===== config.mk =====
export PLATFORM = sky130hd
export DESIGN_NAME = load_store_unit
export DESIGN_NICKNAME = d
export VERILOG_FILES = /design/src/rtl/lsu_pkg.sv /design/src/rtl/lsu_align.sv /design/src/rtl/load_store_unit.sv
export SDC_FILE = /design/constraint.sdc
export NUM_CORES = 1
export LEC_CHECK = 0
export CAP_MARGIN = 10
export CORE_MARGIN = 2
export CORE_UTILIZATION = 43
export DETAILED_ROUTE_END_ITERATION = 7
export HOLD_SLACK_MARGIN = 0.12
export PLACE_DENSITY = 0.8
export REMOVE_ABC_BUFFERS = 1
export SYNTH_ARGS = -nofsm -noshare
export SYNTH_HDL_FRONTEND = slang
export SYNTH_SLANG_ARGS = --single-unit

===== constraint.sdc =====
create_clock -name clk_i -period 2.23 [get_ports clk_i]
set_input_delay 0.223 -clock clk_i [delete_from_list [all_inputs] [get_ports clk_i]]
set_output_delay 0.223 -clock clk_i [all_outputs]
set_load 0.02 [all_outputs]

===== src/rtl/lsu_pkg.sv =====
// lsu_pkg: shared definitions for the load/store unit.
//  - funct3 encodings for RV32I loads/stores
//  - FSM state type
//  - alignment / legality helpers used at request accept time
package lsu_pkg;

   localparam logic [2:0] F3_B  = 3'b000;
   localparam logic [2:0] F3_H  = 3'b001;
   localparam logic [2:0] F3_W  = 3'b010;
   localparam logic [2:0] F3_BU = 3'b100;
   localparam logic [2:0] F3_HU = 3'b101;

   typedef enum logic [2:0] {
      ST_IDLE      = 3'd0,
      ST_READ      = 3'd1,
      ST_READ_WAIT = 3'd2,
      ST_WRITE     = 3'd3,
      ST_RESP      = 3'd4
   } lsu_state_t;

   // Access size comes from funct3[1:0]; the unsigned bit (funct3[2]) does not affect alignment.
   function automatic logic is_misaligned(input logic [2:0] f3, input logic [1:0] lo);
      logic mis;
      case (f3[1:0])
         2'b01:   mis = lo[0];
         2'b10:   mis = (lo != 2'b00);
         default: mis = 1'b0;
      endcase
      return mis;
   endfunction

   // Loads allow B/H/W/BU/HU; stores allow only B/H/W.
   function automatic logic is_illegal(input logic we, input logic [2:0] f3);
      logic ill;
      if (we) ill = (f3 > F3_W);
      else    ill = (f3 == 3'b011) || (f3[2:1] == 2'b11);
      return ill;
   endfunction

endpackage


===== src/rtl/lsu_align.sv =====
// lsu_align: combinational lane logic for 32-bit sub-word accesses.
//  funct3     in   access type (B/H/W/BU/HU)
//  lane       in   byte offset within the word (addr[1:0])
//  mem_word   in   word read from RAM
//  store_data in   store data; low byte/half used for SB/SH
//  load_data  out  extracted and sign/zero-extended load result
//  merge_data out  mem_word with the addressed lane replaced by store_data
module lsu_align
   import lsu_pkg::*;
(
   input  logic [2:0]  funct3,
   input  logic [1:0]  lane,
   input  logic [31:0] mem_word,
   input  logic [31:0] store_data,
   output logic [31:0] load_data,
   output logic [31:0] merge_data
);

   logic [7:0]  byte_v;
   logic [15:0] half_v;

   always_comb begin
      byte_v = mem_word[{lane, 3'b000} +: 8];
      half_v = lane[1] ? mem_word[31:16] : mem_word[15:0];
      case (funct3)
         F3_B:    load_data = {{24{byte_v[7]}}, byte_v};
         F3_BU:   load_data = {24'd0, byte_v};
         F3_H:    load_data = {{16{half_v[15]}}, half_v};
         F3_HU:   load_data = {16'd0, half_v};
         default: load_data = mem_word;
      endcase
   end

   always_comb begin
      merge_data = mem_word;
      case (funct3[1:0])
         2'b00: merge_data[{lane, 3'b000} +: 8] = store_data[7:0];
         2'b01: begin
            if (lane[1]) merge_data[31:16] = store_data[15:0];
            else         merge_data[15:0]  = store_data[15:0];
         end
         default: merge_data = store_data;
      endcase
   end

endmodule


===== src/rtl/load_store_unit.sv =====
// load_store_unit: data-memory initiator for RV32I loads/stores.
//  clk_i/rst_ni           clock, async active-low reset
//  req_*                  one request per transaction (valid/ready handshake)
//  rsp_valid_o            one-cycle completion pulse with rsp_rdata_o / rsp_err_o
//  mem_*                  word-addressed, synchronous-read single-port RAM port
// Sub-word stores are done as read-modify-write; one transaction outstanding.
module load_store_unit
   import lsu_pkg::*;
#(
   parameter int DATAWIDTH = 32,
   parameter int ADDRWIDTH = 5
) (
   input  logic                 clk_i,
   input  logic                 rst_ni,
   input  logic                 req_valid_i,
   output logic                 req_ready_o,
   input  logic                 req_we_i,
   input  logic [2:0]           req_funct3_i,
   input  logic [ADDRWIDTH+1:0] req_addr_i,
   input  logic [DATAWIDTH-1:0] req_wdata_i,
   output logic                 rsp_valid_o,
   output logic [DATAWIDTH-1:0] rsp_rdata_o,
   output logic                 rsp_err_o,
   output logic                 mem_write_enable_o,
   output logic                 mem_chip_select_o,
   output logic [ADDRWIDTH-1:0] mem_address_o,
   output logic [DATAWIDTH-1:0] mem_data_o,
   input  logic [DATAWIDTH-1:0] mem_data_i
);

   if (DATAWIDTH != 32) begin : g_width_check
      $error("load_store_unit: only DATAWIDTH=32 is supported");
   end

   lsu_state_t             state;
   logic                   we_q;
   logic [2:0]             f3_q;
   logic [ADDRWIDTH+1:0]   addr_q;
   logic [DATAWIDTH-1:0]   wdata_q;
   logic [DATAWIDTH-1:0]   rdata_q;
   logic                   err_q;
   logic [31:0]            load_data;
   logic [31:0]            merge_data;
   logic                   req_err;

   assign req_err = is_illegal(req_we_i, req_funct3_i) | is_misaligned(req_funct3_i, req_addr_i[1:0]);

   lsu_align u_align (
      .funct3     (f3_q),
      .lane       (addr_q[1:0]),
      .mem_word   (mem_data_i),
      .store_data (wdata_q),
      .load_data  (load_data),
      .merge_data (merge_data)
   );

   always_ff @(posedge clk_i or negedge rst_ni) begin
      if (!rst_ni) begin
         state   <= ST_IDLE;
         we_q    <= 1'b0;
         f3_q    <= 3'd0;
         addr_q  <= '0;
         wdata_q <= '0;
         rdata_q <= '0;
         err_q   <= 1'b0;
      end else begin
         case (state)
            ST_IDLE: begin
               if (req_valid_i) begin
                  we_q    <= req_we_i;
                  f3_q    <= req_funct3_i;
                  addr_q  <= req_addr_i;
                  wdata_q <= req_wdata_i;
                  if (req_err) begin
                     rdata_q <= '0;
                     err_q   <= 1'b1;
                     state   <= ST_RESP;
                  end else if (req_we_i && req_funct3_i == F3_W) begin
                     state   <= ST_WRITE;
                  end else begin
                     state   <= ST_READ;
                  end
               end
            end
            ST_READ: state <= ST_READ_WAIT;
            ST_READ_WAIT: begin
               // RAM word is valid this cycle: either finish the load or merge the store lane
               if (we_q) begin
                  wdata_q <= merge_data;
                  state   <= ST_WRITE;
               end else begin
                  rdata_q <= load_data;
                  err_q   <= 1'b0;
                  state   <= ST_RESP;
               end
            end
            ST_WRITE: begin
               rdata_q <= '0;
               err_q   <= 1'b0;
               state   <= ST_RESP;
            end
            ST_RESP: state <= ST_IDLE;
            default: state <= ST_IDLE;
         endcase
      end
   end

   // Outputs decode from state and latched registers only.
   assign req_ready_o        = (state == ST_IDLE) & rst_ni;
   assign rsp_valid_o        = (state == ST_RESP);
   assign rsp_rdata_o        = rdata_q;
   assign rsp_err_o          = err_q;
   assign mem_chip_select_o  = (state == ST_READ) | (state == ST_WRITE);
   assign mem_write_enable_o = (state == ST_WRITE);
   assign mem_address_o      = addr_q[ADDRWIDTH+1:2];
   assign mem_data_o         = (state == ST_WRITE) ? wdata_q : '0;

endmodule


==> flow_summary.ini <==
[run_status]
outcome = completed

[place]
place_ws_ns = -0.0919
place_hpwl_mm = 12.1
place_congestion = 0.902
io_buffers = 151
dp.cells = 780
place_area_um2 = 6700

[setup_path]
ff2ff_path_depth = 6
setup.worst_path.end_class = primary output
cp_data_required_time_ns = 2.01
rr_endpoint = wdata_q[23]
crit_path_start_kind = flop
crit_path_top_delay_cell = dfrtp_1
crit_path_max_fanout = 33
r2r_setup_slack_ns = 0.13
cp_cell_sequence = buf_4, nand2b_1, nor2_1, buf_12, and2_1, dlygate4sd2_1
crit_arrival_ns = 1.88
r2r-start = addr_q[1]
cpPeakStageDelay_ns = 0.37
crit_type = flop to primary output

[pwr]
powerDensity_nw_per_um2 = 1220
power_mw = 8.46
p_leak_nw = 3.09
ir_drop_v = 0.000659

[timing]
holdWs_ns = 0.133
worst_slack_ns = 0.131
maxSlewViolCount = 0
finalSetupViolCount = 0
hold_viol = 0
period_share = 0.941
tightest_slew_ns = 1.01
fin_skew_ns = 0.00615
max_freq_mhz = 476
tns_ns = 0
min_period_ns = 2.10
relSlewSlack = 0.327
rsz0062_at_grt = false

[logic_synthesis]
synthFlopType = dfrtp_1
ys_seq_area_frac = 0.405
syn_area_um2 = 4880
synth.top_cell.area_share = 0.405
synth_warnings = 0
postSynthAreaPerCell_um2 = 9.98
synth_cell_types = 57
synth_top_area_cell = dfrtp_1
synth-async-reset-ratio = 1.00
synthTopCellsByArea = dfrtp_1 41%, mux2_2 6.9%, a221oi_1 4.5%, and2_1 4.5%, a221o_1 3.3%
postSynthCellCount = 489
synth_edf_count = 0
synth_seq_cells = 79

[route]
routedWlPerCell_um = 20.2
viasPerCell = 5.80
drc = 0
vias = 4615
routed-wl-met2_mm = 7.66
wl_met3_mm = 1.13
routed_wl_mm = 16.1
m1WireLength_mm = 6.94
drt_iter0_drc = 344
top_layer_used = met4
antenna_left = 0
first_pass_iters = 5

[job]
maxCapViolCount = 0

[cts]
cts_tree = built
htree_levels = 3
cts_buffers = 9
cts_max_path_buffers = 2
clk_latency_ns = 0.34
root_buffer = clkbuf_16
clock_sinks = 79
cts.clk_slew.worst_paths_ns = 0.05

[cells_and_area]
multiInputGateArea_um2 = 2600
synthToLayoutAreaGrowth_pct = 42.5
final_nets = 737
fillers = 902
final_core_util = 0.636
fin_area_um2 = 6960
drive_above_1_share = 0.155
finalNonFillerCells = 796
seq_area_um2 = 1980
n_antenna_cell = 0

[worst_hold_path]
hp-class = input port to asynchronous set/reset pin

[floorplan]
ios = 152
core_area_um2 = 10900
initial_core_util = 0.446
dieHeight_um = 111
fp.dieArea_um2 = 12200
die_w_um = 111
std_cell_rows = 38

[global_route]
grt_first_pass_wirelength_mm = 25.8
grt_usage = 0.266
antenna_found_initial = 0
grt_max_degree = 80
grt_pass1_vias = 4610
globalRoute.totalOverflow = 0
## per-layer routing
layer  GRT usage  vias up
met5           0        -
met4      0.0858        0
met3      0.0494       32
met2       0.425      216
met1       0.365     2216
li1            -     2151
## cell usage after synthesis, types with 5 or more instances
cell type and number:
a22o_1 8, nand2b_1 5, o221ai_1 7, ha_1 8
nand2_1 23, o21ai_0 29, o2bb2ai_1 7, nor2_1 23
mux2_2 30, a221o_1 16, a211o_1 8, buf_4 7
o21a_1 10, a31oi_1 8, dfrtp_1 79, mux2_1 11
a221oi_1 25, inv_1 23, a21oi_1 26, nor2b_1 5
buf_2 11, and2_1 35, mux2i_1 16, o31ai_1 8
clkbuf_1 20
## cells in the final DEF, fill, tap and decap left out, types with 9 or more instances in the layout
| cell | instances |
|---|---|
| clkdlybuf4s50_1 | 117 |
| dfrtp_1 | 78 |
| buf_4 | 41 |
| and2_1 | 35 |
| dlygate4sd2_1 | 32 |
| mux2_2 | 30 |
| o21ai_0 | 29 |
| a21oi_1 | 25 |
| a221oi_1 | 25 |
| inv_1 | 23 |
| nand2_1 | 23 |
| nor2_1 | 22 |
| a221o_1 | 16 |
| mux2i_1 | 16 |
| mux2_1 | 11 |
| o21a_1 | 10 |
| clkbuf_16 | 9 |
## critical path, delay by kind of cell, from the launching register on
kind / cells / cell delay (ns)
buffers and inverters: 3 / 0.71
DFF: 1 / 0.37
and+or+nand+nor: 3 / 0.44
## sequential cells by signal, summed over array words and instances (netlist names)
| signal | count |
|---|---|
| rsp_rdata_o | 32 |
| wdata_q | 32 |
| addr_q | 7 |
| f3_q | 3 |
| state | 3 |
| rsp_err_o | 1 |
| we_q | 1 |
## worst max-delay path by stage
stage	cells past startpoint	end	slack (ns)	start
2_1_floorplan	4	rsp_rdata_o[21]	-0.53	state[1]
3_3_place_gp	8	rsp_rdata_o[16]	-0.005	req_funct3_i[1]
3_5_place_dp	9	rsp_rdata_o[3]	-0.09	req_funct3_i[1]
4_1_cts	5	mem_write_enable_o	0.008	state[1]
5_1_grt	6	wdata_q[23]	0.03	addr_q[1]
6_report	6	mem_data_o[1]	0.13	state[1]
## final cells by class
| class | instances | share of cell area |
|---|---|---|
| sequential | 79 | 0.284 |
| clock inverter | 3 | 0.00252 |
| multi-input combinational | 343 | 0.374 |
| timing repair buffer | 194 | 0.263 |
| tap | 140 | 0.0252 |
| clock buffer | 13 | 0.0374 |
| inverter | 24 | 0.0130 |
## cells by family after synthesis
group	synth area share
flip-flops	0.405
buffers and inverters	0.0643
multiplexers	0.130
AND/OR/NAND/NOR	0.127
AO/OA/AOI/OAI	0.253
adder cells (fa/ha/maj)	0.0205
## report_power, final
part	switching (mW)	total [mW]	internal, mW
sequential	0.582	2.64	2.06
combinational	2.34	4.44	2.10
clock	0.563	1.37	0.811
## timing repair
| item | in CTS | in global routing |
|---|---|---|
| gates cloned | 0 | 0 |
| resized for setup | 33 | 4 |
| endpoints found under the setup margin | 36 | 21 |
| hold buffers | 0 | 0 |
| hold endpoints to repair | 0 | 0 |
| buffers inserted | 0 | 0 |
(Power assumes the default switching activity.)
